[config.mk]
export PLATFORM = sky130hd
export DESIGN_NAME = decode_regfile
export DESIGN_NICKNAME = d
export VERILOG_FILES = /design/src/rtl/decode_regfile_pkg.sv /design/src/rtl/decode_regfile_reg_file_32x32.sv /design/src/rtl/decode_regfile.sv
export SDC_FILE = /design/constraint.sdc
export NUM_CORES = 2
export LEC_CHECK = 0
export BUFFER_PORTS_ARGS = -buffer_cell sky130_fd_sc_hd__buf_2
export CORE_UTILIZATION = 51
export CTS_CLUSTER_DIAMETER = 200
export CTS_CLUSTER_SIZE = 8
export DETAILED_ROUTE_END_ITERATION = 8
export PLACE_DENSITY_LB_ADDON = 0.2
export SKIP_CTS_REPAIR_TIMING = 1
export SYNTH_ARGS = -nofsm -noshare
export SYNTH_HDL_FRONTEND = slang
export SYNTH_SLANG_ARGS = --single-unit
[constraint.sdc]
create_clock -name clock -period 5.74 [get_ports clock]
set_input_delay 1.435 -clock clock [delete_from_list [all_inputs] [get_ports clock]]
set_output_delay 1.435 -clock clock [all_outputs]
set_load 0.005 [all_outputs]
[src/rtl/decode_regfile_pkg.sv]
// Shared constants for the decode stage: datapath sizes, link register and
// the I-type opcodes whose immediates are zero-extended.
package decode_regfile_pkg;

   localparam int DATA_W   = 32;
   localparam int REG_AW   = 5;
   localparam int LINK_REG = 31;

   localparam logic [5:0] OP_ANDI  = 6'b001100;
   localparam logic [5:0] OP_ORI   = 6'b001101;
   localparam logic [5:0] OP_XORI  = 6'b001110;
   localparam logic [5:0] OP_SLTIU = 6'b001011;
   localparam logic [5:0] OP_JAL   = 6'b000011;

   // Logical immediates and sltiu treat imm16 as unsigned.
   function automatic logic is_zero_ext(input logic [5:0] op);
      return (op == OP_ANDI) || (op == OP_ORI) ||
             (op == OP_XORI) || (op == OP_SLTIU);
   endfunction

endpackage

[src/rtl/decode_regfile_reg_file_32x32.sv]
// General register file: async-cleared storage, two combinational read ports
// and one write port that never stores into register 0.
module reg_file_32x32
   import decode_regfile_pkg::*;
#(
   parameter int P_DATA_W = DATA_W,
   parameter int P_REG_AW = REG_AW
) (
   input  logic                clock,
   input  logic                rst_n,
   input  logic [P_REG_AW-1:0] i_rd_addr_1,
   input  logic [P_REG_AW-1:0] i_rd_addr_2,
   input  logic                i_we,
   input  logic [P_REG_AW-1:0] i_wr_addr,
   input  logic [P_DATA_W-1:0] i_wr_data,
   output logic [P_DATA_W-1:0] o_rd_data_1,
   output logic [P_DATA_W-1:0] o_rd_data_2
);

   localparam int NUM_REGS = 2 ** P_REG_AW;

   logic [P_DATA_W-1:0] r_regs [NUM_REGS];

   always_ff @(posedge clock or negedge rst_n) begin
      if (!rst_n) begin
         for (int i = 0; i < NUM_REGS; i++) begin
            r_regs[i] <= '0;
         end
      end else if (i_we && (i_wr_addr != '0)) begin
         r_regs[i_wr_addr] <= i_wr_data;
      end
   end

   // Reads see the pre-edge contents; no write-through bypass.
   assign o_rd_data_1 = (i_rd_addr_1 == '0) ? '0 : r_regs[i_rd_addr_1];
   assign o_rd_data_2 = (i_rd_addr_2 == '0) ? '0 : r_regs[i_rd_addr_2];

endmodule

[src/rtl/decode_regfile.sv]
// Decode stage: register-file operands, immediate extension and the
// write-back address/data selection for ALU, load and jal-link results.
module decode_regfile
   import decode_regfile_pkg::*;
#(
   parameter int P_DATA_W   = DATA_W,
   parameter int P_REG_AW   = REG_AW,
   parameter int P_LINK_REG = LINK_REG
) (
   input  logic                clock,
   input  logic                rst_n,
   input  logic [31:0]         Instruction,
   input  logic [P_DATA_W-1:0] PC_plus_4,
   input  logic [P_DATA_W-1:0] ALU_Result,
   input  logic [P_DATA_W-1:0] mem_data,
   input  logic                RegWrite,
   input  logic                RegDst,
   input  logic                MemtoReg,
   input  logic                Jal,
   output logic [P_DATA_W-1:0] Read_data_1,
   output logic [P_DATA_W-1:0] Read_data_2,
   output logic [P_DATA_W-1:0] Sign_extend
);

   localparam logic [P_REG_AW-1:0] LINK_ADDR = P_REG_AW'(P_LINK_REG);

   logic [5:0]          w_opcode;
   logic [P_REG_AW-1:0] w_rs;
   logic [P_REG_AW-1:0] w_rt;
   logic [P_REG_AW-1:0] w_rd;
   logic [15:0]         w_imm16;
   logic                w_ext_bit;
   logic [P_REG_AW-1:0] w_wr_addr;
   logic [P_DATA_W-1:0] w_wr_data;
   logic                w_we;

   assign w_opcode = Instruction[31:26];
   assign w_rs     = Instruction[21 +: P_REG_AW];
   assign w_rt     = Instruction[16 +: P_REG_AW];
   assign w_rd     = Instruction[11 +: P_REG_AW];
   assign w_imm16  = Instruction[15:0];

   // Jal overrides both the destination and the data source.
   assign w_wr_addr = Jal ? LINK_ADDR : (RegDst ? w_rd : w_rt);
   assign w_wr_data = Jal ? PC_plus_4 : (MemtoReg ? mem_data : ALU_Result);
   assign w_we      = RegWrite | Jal;

   assign w_ext_bit   = is_zero_ext(w_opcode) ? 1'b0 : w_imm16[15];
   assign Sign_extend = {{(P_DATA_W-16){w_ext_bit}}, w_imm16};

   reg_file_32x32 #(
      .P_DATA_W (P_DATA_W),
      .P_REG_AW (P_REG_AW)
   ) u_reg_file (
      .clock       (clock),
      .rst_n       (rst_n),
      .i_rd_addr_1 (w_rs),
      .i_rd_addr_2 (w_rt),
      .i_we        (w_we),
      .i_wr_addr   (w_wr_addr),
      .i_wr_data   (w_wr_data),
      .o_rd_data_1 (Read_data_1),
      .o_rd_data_2 (Read_data_2)
   );

   a_strobes_known: assert property (@(posedge clock) disable iff (!rst_n)
      !$isunknown({RegWrite, Jal}))
      else $error("X on RegWrite/Jal");

endmodule

==> impl_metrics.toml <==
[timing]
min_period_ns = 5.33
period_share_pct = 92.8
rsz0062_at_grt = "no"
fmaxAchievable_mhz = 188
finalSetupViolCount = 0
skew_ns = 0
maxSlewViolCount = 0
slew_headroom_pct = 16.2
hold_viol = 0
holdWs_ns = 0.396
setup_tns_ns = 0
worst_slew_pin_slew_ns = 1.26

[setup_path]
crit_fanout = 55
path_class = "input port to output pin"
critPathArrivalTime_ns = 3.89
r2r_cells = 1
path_delay_family = "buffers and inverters"
critical_path_required_ns = 4.30
cp_num_buf_inv = 4
cpMaxStageDelayCell = "or4_2"
r2r_start = "u_reg_file.r_regs[642]$_DFFE_PN0P_"
start_kind = "input port"
r2r_end = "u_reg_file.r_regs[642]$_DFFE_PN0P_"
reg2reg_slack_ns = 4.90
end_kind = "output pin"
critPathMaxStageDelay_ns = 0.58
path_cells = "buf_8, or4_2, buf_4, o21ai_0, a311oi_1, buf_4, buf_2"
crit_path_frequent_cell = "buf_4"

[synth]
syn_inst = 3951
ys_ff_latch = 1024
synthesis.area_um2 = 55600
synthTopCellsByArea = "dfrtp_1, mux2_2, mux4_2, mux2i_1, clkbuf_1"
syn_area_per_cell_um2 = 14.1
async_flop_share_pct = 100
synth_cell_types = 47
ys.flop_type = "dfrtp_1"
synth_fp_nets = 4085
yosysTopAreaCellShare_pct = 46.1
synth_seq_area_share_pct = 46.1
yosys.area.top_type = "dfrtp_1"
yosysWarnings = 0
synth_edf_count = 0

[floorplan]
io_pins = 230
std_cell_rows = 120
die_x_um = 332
die_area_um2 = 110000
die-height_um = 332
start_util_pct = 51.7
fp.coreArea_um2 = 108000

[final_layout]
top_regs = "u_reg_file.r_regs (1024)"
final_cell_count_no_fill = 5454
area_growth_pct = 12.8
final_util_pct = 58.3
mostFrequentLayoutCells = "mux2_2, dfrtp_1, mux2i_1"
final_common_cell = "mux2_2"
diodes = 0
largest_reg_flops = 1024
fin_nets = 4172
drive_gt1_share_pct = 50.7
largest_register = "u_reg_file.r_regs"

[run_status]
outcome = "complete, no violations"

[pwr]
power.internal_mw = 15.3
swShare_pct = 27.6
pwr-share-seq_pct = 44.5
power.net_switching_mw = 5.85
p_per_area_nw_per_um2 = 338
clkPwrFrac_pct = 36.6
p_comb_share_pct = 19.0
peakVddDrop_v = 0.000276
power.leakage_nw = 28.4

[clocking]
cts-buffers-inserted = 145
clock_sinks = 1024
clockRootBuffer = "clkbuf_16"
h-tree-depth = 4
cts_max_path_buffers = 3
clk_pin_slew_ns = 0.05
tritoncts = "built"
insertion_delay_ns = 0.73

[detailed_routing]
drt_iter0_drc = 4107
ant_nets = 0
drc = 0
wl_per_cell_um = 34.0
routed_wirelength_um = 185000
viasPerCell = 6.98
dr_total_vias = 38090
firstDrtPassIters = 5

[grt]
grt_pass1_wl_um = 272000
grt_remaining_overflow = 0
grt_max_degree = 131
grtUsageTotal_pct = 33.8
grt_pass1_vias = 38552
antenna_found_initial = 3

[placed_design]
place.gp.congestion = 0.871
dp.cells = 5294
io_buffers = 207
hpwl_um = 111000

[hold_path]
holdCritPathClass = "flop to flop"
holdPathEnd = "u_reg_file.r_regs[1016]$_DFFE_PN0P_"
hold_path_depth = 0
worstHoldStart = "u_reg_file.r_regs[1016]$_DFFE_PN0P_"

[run]
cap_violations = 0
metrics by stage:
stage	worst slack, ns	instance area, µm²	power (mW)
after floorplan	1.06	55600	12.1
after global placement	0.507	58800	13.3
after detailed placement	0.488	58800	13.5
after CTS	0.486	62700	21.2
after global routing	0.283	62700	22.0
final	0.415	62700	21.2
power by group through the flow:
stage	clock network, mW	registers [mW]	logic (mW)
5_1_grt	8.12	9.54	4.29
4_1_cts	7.83	9.36	4.01
6_report	7.74	9.41	4.01
2_1_floorplan	0	9.13	2.93
3_5_place_dp	0	9.47	3.99
3_3_place_gp	0	9.42	3.91
metal layers:
| metal | track usage (%) | vias up | share of wire, % |
|---|---|---|---|
| li1 | - | 15307 | - |
| met1 | 46.7 | 20348 | 41 |
| met2 | 52.0 | 2016 | 46 |
| met3 | 7.13 | 419 | 8.7 |
| met4 | 13.7 | 0 | 4.1 |
| met5 | 0 | - | 0 |
synthesized netlist by cell type (all sizes together) (2+ instances only):
cell type / number
a2111oi: 6
a211oi: 64
a21o: 2
a21oi: 36
a221oi: 55
a22oi: 64
a311oi: 33
and2: 2
and3: 2
buf: 215
clkbuf: 275
dfrtp: 1024
inv: 5
mux2: 1059
mux2i: 353
mux4: 352
nand2: 125
nand3: 5
nand3b: 6
nand4: 32
nor2: 10
nor2b: 42
nor3: 3
nor3b: 3
o2111ai: 10
o21ai: 88
o221ai: 64
or3: 2
or3b: 7
cell type report:
type	count	area (µm²)
clock buffer	151	3780
inverter	5	21.3
multi-input combinational	2432	28100
tap	1403	1760
fill	8420	44800
timing repair buffer	430	3230
clock inverter	9	131
sequential	1024	25600
worst max path at each step:
stage | from | end | slack, ns | depth (start not counted)
after floorplan | Instruction[16] | Read_data_2[10] | 1.06 | 6
after global placement | Instruction[21] | Read_data_1[2] | 0.51 | 7
after detailed placement | Instruction[19] | Read_data_2[17] | 0.49 | 7
after CTS | Instruction[18] | Read_data_2[12] | 0.49 | 7
after global routing | Instruction[21] | Read_data_1[2] | 0.28 | 7
final | Instruction[23] | Read_data_1[28] | 0.41 | 7
kinds of logic after synthesis:
family | count (synthesis) | synth area share [%]
simple gates | 243 | 2.20
xor+xnor | 1 | 0.0158
flops | 1024 | 46.1
mux | 1764 | 42.1
buf+inv | 495 | 3.91
compound gates | 424 | 5.68
No activity file was read; power rests on OpenSTA's default activity.
